--- config.mk ---
export PLATFORM = sky130hd
export DESIGN_NAME = psum_ofifo
export DESIGN_NICKNAME = d
export VERILOG_FILES = /design/src/rtl/psum_ofifo_pkg.sv /design/src/rtl/psum_ofifo_fifo_col.sv /design/src/rtl/psum_ofifo.sv
export SDC_FILE = /design/constraint.sdc
export NUM_CORES = 1
export LEC_CHECK = 0
export CAP_MARGIN = 25
export CORE_ASPECT_RATIO = 1.75
export CORE_MARGIN = 2
export CORE_UTILIZATION = 55
export DETAILED_ROUTE_END_ITERATION = 10
export PLACE_DENSITY_LB_ADDON = 0.3
export SYNTH_ARGS = -nofsm -noshare
export SYNTH_HDL_FRONTEND = slang
export SYNTH_HIERARCHICAL = 1
export SYNTH_SLANG_ARGS = --single-unit
--- constraint.sdc ---
create_clock -name clk -period 6.77 [get_ports clk]
set_clock_uncertainty 0.05 [all_clocks]
set_input_delay 1.354 -clock clk [delete_from_list [all_inputs] [get_ports clk]]
set_output_delay 1.354 -clock clk [all_outputs]
set_load 0.03 [all_outputs]
--- src/rtl/psum_ofifo_pkg.sv ---
// Shared project parameters for the mac_row / psum_ofifo datapath.
// Column count, partial-sum width and output FIFO depth live here so both blocks agree.
package psum_ofifo_pkg;

    localparam int COL     = 8;
    localparam int PSUM_BW = 16;
    localparam int DEPTH   = 8;

endpackage

--- src/rtl/psum_ofifo_fifo_col.sv ---
// Single-column circular FIFO with first-word-fall-through head.
// A push into a full column is accepted only when a pop frees the slot in the same cycle.
module fifo_col
    import psum_ofifo_pkg::*;
#(
    parameter int psum_bw = PSUM_BW,
    parameter int depth   = DEPTH
) (
    input  logic               clk,
    input  logic               reset,
    input  logic               push,
    input  logic               pop,
    input  logic [psum_bw-1:0] din,
    output logic [psum_bw-1:0] dout,
    output logic               full,
    output logic               empty,
    output logic               drop
);

    localparam int aw = $clog2(depth);
    localparam logic [aw-1:0] ptr_one  = aw'(1);
    localparam logic [aw:0]   cnt_one  = (aw + 1)'(1);
    localparam logic [aw:0]   cnt_full = (aw + 1)'(depth);

    logic [psum_bw-1:0] mem [depth];
    logic [aw-1:0]      wptr;
    logic [aw-1:0]      rptr;
    logic [aw:0]        count;
    logic               do_push;
    logic               do_pop;

    assign full    = (count == cnt_full);
    assign empty   = (count == '0);
    assign do_pop  = pop & ~empty;
    assign do_push = push & (~full | do_pop);
    assign drop    = push & ~do_push;
    assign dout    = mem[rptr];

    // NOTE: non-blocking assignments for all state so every flop samples pre-edge values.
    always_ff @(posedge clk or negedge reset) begin
        if (!reset) begin
            wptr  <= '0;
            rptr  <= '0;
            count <= '0;
        end else begin
            if (do_push) wptr <= wptr + ptr_one;
            if (do_pop)  rptr <= rptr + ptr_one;
            case ({do_push, do_pop})
                2'b10:   count <= count + cnt_one;
                2'b01:   count <= count - cnt_one;
                default: count <= count;
            endcase
        end
    end

    // NOTE: storage has no reset; clearing the pointers and count is enough to discard entries.
    always_ff @(posedge clk) begin
        if (do_push) mem[wptr] <= din;
    end

endmodule

--- src/rtl/psum_ofifo.sv ---
// Output FIFO collecting one partial-sum row per pop across col independent columns.
// Columns fill on their own schedule; a row pops only once every column holds an entry.
module psum_ofifo
    import psum_ofifo_pkg::*;
#(
    parameter int col     = COL,
    parameter int psum_bw = PSUM_BW,
    parameter int depth   = DEPTH
) (
    input  logic                   clk,
    input  logic                   reset,
    input  logic [psum_bw*col-1:0] in,
    input  logic [col-1:0]         wr,
    input  logic                   rd,
    output logic [psum_bw*col-1:0] out,
    output logic                   o_valid,
    output logic                   o_full,
    output logic                   o_ready,
    output logic                   o_overflow
);

    logic [col-1:0] full;
    logic [col-1:0] empty;
    logic [col-1:0] drop;
    logic           pop;

    assign o_valid = ~|empty;
    assign o_full  = |full;
    assign o_ready = ~o_full;
    assign pop     = rd & o_valid;

    for (genvar c = 0; c < col; c++) begin : g_col
        fifo_col #(
            .psum_bw (psum_bw),
            .depth   (depth)
        ) u_fifo_col (
            .clk   (clk),
            .reset (reset),
            .push  (wr[c]),
            .pop   (pop),
            .din   (in[psum_bw*c +: psum_bw]),
            .dout  (out[psum_bw*c +: psum_bw]),
            .full  (full[c]),
            .empty (empty[c]),
            .drop  (drop[c])
        );
    end

    // Sticky: once any write is lost the row stream is corrupt until reset.
    always_ff @(posedge clk or negedge reset) begin
        if (!reset)     o_overflow <= 1'b0;
        else if (|drop) o_overflow <= 1'b1;
    end

endmodule

==> results of run 1 <==
worst paths after layout:
check	startpoint	to	slack (ns)	cells after the start
min in group asynchronous	reset	g_col[6].u_fifo_col/wptr[2]	0.56	1
max reg2reg	g_col[1].u_fifo_col/count[0]	g_col[0].u_fifo_col/count[3]	2.60	12
max	g_col[5].u_fifo_col/rptr[0]	out[91]	2.00	4
max in group asynchronous	reset	g_col[5].u_fifo_col/rptr[0]	4.98	2
min	o_overflow	o_overflow	0.42	2
min reg2reg	o_overflow	o_overflow	0.42	2
critical path: stages (launching register included):
cell,delay (ns)
dfrtp_2,0.76
buf_4,0.45
mux4_2,0.58
mux2_2,0.30
clkdlybuf4s50_1,0.59
cell usage in the layout, fill, tap and decap left out, types with 9 or more instances in the layout:
cell type / netlist / routed
clkinv_1: 0 / 9
clkbuf_1: 44 / 17
inv_1: 40 / 40
nand2_1: 33 / 33
buf_4: 24 / 77
ha_1: 32 / 32
xnor2_1: 32 / 32
xor2_1: 24 / 24
bufinv_16: 0 / 11
clkinv_2: 0 / 17
edfxtp_1: 1024 / 1024
dfrtp_2: 0 / 10
or2_2: 16 / 16
mux4_2: 256 / 256
and2_1: 18 / 18
nor2_1: 73 / 70
nor3_2: 0 / 16
mux2_2: 136 / 136
clkbuf_16: 0 / 95
dfrtp_1: 81 / 71
nand2b_1: 16 / 16
clkdlybuf4s50_1: 0 / 269
routing by layer:
metal,GRT usage,part of all wire,vias to the layer above
met5,0,0.0016,-
met4,0.0733,0.024,22
met3,0.0477,0.062,134
met2,0.369,0.53,517
met1,0.260,0.38,10657
li1,-,-,8958
stage by stage:
stage / worst slack, ns / cells
after CTS: 1.86 / 3490
after floorplan: 1.48 / 2029
after global routing: 1.79 / 3490
after detailed placement: 2.27 / 3322
after global placement: 2.35 / 3321
final: 2.00 / 3492
power by group through the flow:
stage               logic, mW  registers, mW  clock network (mW)
floorplan                6.64           9.14                   0
global placement         8.91           9.59                   0
detailed placement       9.12           9.66                   0
CTS                      9.18           9.52                5.52
global route             9.65           9.62                5.76
finish                   9.03           9.50                5.40
sequential cells by signal, indices dropped and copies added, names as in the netlist:
register	count
g_col.u_fifo_col/mem	1024
g_col.u_fifo_col/count	32
g_col.u_fifo_col/rptr	24
g_col.u_fifo_col/wptr	24
o_overflow	1
kinds of logic after synthesis:
family          share of synthesized area
flops                               0.746
simple gates                       0.0227
buf+inv                            0.0156
mux                                 0.173
xor+xnor                           0.0112
compound gates                     0.0185
fa+ha+maj                          0.0128
area by class of cell:
| type | count | area, um2 |
|---|---|---|
| Multi-Input combinational cell | 788 | 10500 |
| Timing Repair Buffer | 347 | 3290 |
| Inverter | 40 | 150 |
| Clock inverter | 52 | 586 |
| Tap cell | 1042 | 1300 |
| Sequential cell | 1105 | 32800 |
| Clock buffer | 116 | 2500 |
| Antenna cell | 2 | 5.00 |
| Fill cell | 5181 | 28200 |
==> reports/qor.csv, run 1 <==
metric;value;unit
outcome;completed;
yosysTopAreaCellShare;0.700;
synth_area_leaders;edfxtp_1 (70%), mux4_2 (13%), dfrtp_1 (4.6%);
relSlewSlack;0.299;
clk_path_buf_depth;3;
setup_viol;0;
port_buffers;270;
seq_power_share;0.397;
crit_type;register to primary output;
grt_pass1_wl;130000;um
viasPerCell;5.81;
worstPathRequired;5.37;ns
setup-tns-final;0;ns
pin_count;271;
pwr-share-clk;0.226;
rows;137;
drv_cap;0;
yosys-top-cells-count;edfxtp_1 (1,024), mux4_2 (256), mux2_2 (136);
ant_nets;0;
postCtsHoldBufs;0;
yosysSeqAreaShare;0.746;
critical_path_arrival;3.36;ns
swShare;0.329;
slew_violations;0;
totalPowerFinal;23.9;mW
clkTransAtPathRegs;0.07;ns
fmax;0.210;GHz
cts.sinks;1105;
synthCells;2029;
insertion_delay;0.68;ns
synth.most_common_cell;edfxtp_1;
antenna_found_initial;12;
synthFlopType;edfxtp_1;
grt_start_max_net_pins;53;
synth.avg_cell_area;21.6;um2
leakagePower;16.9;nW
start_util;0.553;
critical_path.startpoint_type;register;
area_growth;16.5;%
die_w;218;um
p_per_area;468;nW/um2
post-route-util;0.645;
cts_tree;built;
wirelength;85100;um
final_area;51200;um2
timing.final.crit_period;4.77;ns
layout.nets;2554;
cts_resized;0;
cts_setup_buffers;0;
core;79400;um2
drt_pre_antenna_iters;7;
grt_setup_unrepaired;no;
drt_iter0_drc;1632;
path_max_fanout;18;
drive_gt1_frac;0.285;
overflow;0;
die_y;378;um
worst_hold_slack;0.423;ns
gp_congestion;0.758;
worstMarginPinSlew;1.05;ns
pwr-share-comb;0.377;
placed_area;48100;um2
period_share;0.704;
p_sw;7.88;mW
peakVddDrop;0.475;mV
yosys_warnings;6;
synth_edf_count;1024;
wl_per_cell;24.4;um
cts_buffers;93;
internal_power;16.1;mW
vias;20288;
syn_nets;2208;
async_reset_ff_frac;0.0733;
syn_area;43900;um2
finalHoldViolations;0;
die_area;82200;um2
dp_hpwl;54500;um
root_buffer;clkbuf_16;
yosys.cell_types.count;37;
htreeDepth;3;
post-route-drc-count;0;
grt_pass1_vias;21677;
synth_top_area_cell;edfxtp_1;
yosys_register_bits;1105;
cp-end-kind;primary output;
hold_class;register to register;
track_usage;0.212;
Note: power is estimated with default switching activity, not from simulation.
==> run 2, diff against run 1 <==
- clock period: 6.77 -> 4.9 ns (I/O delays scaled with it)
==> run 2 against run 1 <==
Worst setup slack worse by 1.4 ns. Sequential share of layout area decreased by 0.056 points. Critical path depth is the same. Clock-buffer cell count decreased by 8. Final cell count increased by 0.60%. Clock power increased by 36%. Global-route usage grew 0.21 points. Largest power group unchanged.
==> reports/qor.csv, run 2 (same netlist as run 1, synthesis figures left out) <==
metric;value;unit;change
drive_gt1_frac;0.289;;+0.00417
r2r-end;g_col[3].u_fifo_col/count[3];;
die_area;82200;um2;unchanged
peakVddDrop;0.680;mV;+43%
rrSetupSlack;0.96;ns;-1.64 ns
root_buffer;clkbuf_16;;
grt_pass1_wl;131000;um;+1.2%
worstMarginPinSlew;1.04;ns;-0.00797 ns
track_usage;0.214;;+0.00206
grt_pass1_vias;22295;;+2.9%
clk_path_buf_depth;3;;unchanged
insertion_delay;0.69;ns;about the same
die_y;378;um;unchanged
drv_cap;0;;unchanged
largest_reg_flops;1024;;unchanged
p_per_area;644;nW/um2;+38%
final_cell_mix;edfxtp_1 (1,024), clkdlybuf4s50_1 (269), mux4_2 (256);;
post-route-drc-count;0;;unchanged
drt_pre_antenna_iters;5;;-2
gp_congestion;0.762;;+0.53%
grt_start_max_net_pins;55;;+3.8%
timing.final.crit_period;4.31;ns;
antenna_found_initial;10;;-2
regMostFlops;g_col.u_fifo_col/mem;;
wl_per_cell;24.4;um;about the same
viasPerCell;5.83;;+0.38%
cts_buffers;94;;+1.1%
drt_iter0_drc;1251;;-23%
final_common_cell;edfxtp_1;;
overflow;0;;unchanged
ant_nets;0;;unchanged
pin_count;271;;unchanged
top_regs;g_col.u_fifo_col/mem x1024, g_col.u_fifo_col/count x32;;
setup_viol;0;;unchanged
finalHoldViolations;0;;unchanged
crit_type;register to primary output;;
layout.nets;2570;;+0.63%
area_growth;16.6;%;about the same
critical_path_arrival;3.28;ns;-0.08 ns
cts_setup_buffers;0;;unchanged
core;79400;um2;unchanged
hold_class;primary input to async pin;;
ff2ff_path_depth;12;;unchanged
clkTransAtPathRegs;0.07;ns;about the same
seq_area;32800;um2;unchanged
wirelength;85600;um;+0.68%
cts_tree;built;;
vias;20487;;+0.98%
multi_input_area;10500;um2;about the same
final_cells;3513;;+0.60%
htreeDepth;3;;unchanged
setup-tns-final;0;ns;unchanged
postCtsHoldBufs;0;;unchanged
r2r-start;g_col[6].u_fifo_col/count[2];;
worstPathRequired;3.87;ns;-1.50 ns
cts_resized;0;;unchanged
die_w;218;um;unchanged
worst_hold_slack;0.298;ns;-0.126 ns
grt_setup_unrepaired;no;;
slew_violations;0;;unchanged
gr-usage-met1;0.259;;-0.00113
dp_cells;3337;;+0.45%
rows;137;;unchanged
path_max_fanout;21;;+3
leakagePower;16.9;nW;+0.29%
busiest_layer;met2;;
period_share;0.879;;
start_util;0.553;;unchanged
cp-end-kind;primary output;;
cts.sinks;1105;;unchanged
nFillCells;5146;;-0.68%
fmax;0.232;GHz;
use_met3;0.0502;;+0.00242
critical_path.startpoint_type;register;;
dp_hpwl;52800;um;-3.0%
relSlewSlack;0.305;;+0.00607
grtUsageMet2;0.379;;+0.00949
port_buffers;270;;unchanged
outcome;completed;;
run 2: area by class of cell:
class,instances,area share
antenna,3,0.000147
clock buffer,108,0.0472
clock inverter,65,0.0118
inverter,40,0.00293
multi-input combinational,788,0.206
sequential,1105,0.640
tap,1042,0.0255
timing repair buffer,362,0.0665
run 2: worst max-delay path, stage by stage, from the launching register on:
cell and delay [ns]:
dfrtp_2 0.82, buf_4 0.34, mux4_2 0.53, mux2_2 0.29
clkdlybuf4s50_1 0.60
run 2: routing by layer:
metal  part of all wire  vias up
met1               0.38    10777
li1                   -     9023
met5             0.0012        -
met3              0.063      136
met4              0.022       18
met2               0.53      533
run 2: worst max-delay path by stage:
stage / from / end / slack (ns)
2_1_floorplan: rd / g_col[0].u_fifo_col/mem[0][0] / 0.79
3_3_place_gp: rd / g_col[6].u_fifo_col/count[3] / 0.98
3_5_place_dp: rd / g_col[3].u_fifo_col/count[3] / 0.84
4_1_cts: g_col[2].u_fifo_col/rptr[0] / out[46] / 0.45
5_1_grt: g_col[2].u_fifo_col/rptr[0] / out[38] / 0.40
6_report: g_col[4].u_fifo_col/rptr[0] / out[78] / 0.59
run 2: where the power goes:
group / switching [mW] / total [mW] / internal [mW]
logic: 6.30 / 12.3 / 6.00
registers: 1.31 / 13.3 / 12.0
clock network: 3.38 / 7.34 / 3.96
total: 11.0 / 33.0 / 22.0
run 2: stage by stage:
stage | util | power, mW | cell area [um2] | setup WS (ns)
2_1_floorplan | - | 21.8 | 43900 | 0.793
3_3_place_gp | 0.607 | 25.6 | 48200 | 0.983
3_5_place_dp | 0.607 | 26.0 | 48200 | 0.835
4_1_cts | 0.645 | 33.4 | 51200 | 0.452
5_1_grt | 0.645 | 34.5 | 51200 | 0.398
6_report | 0.645 | 33.0 | 51200 | 0.595
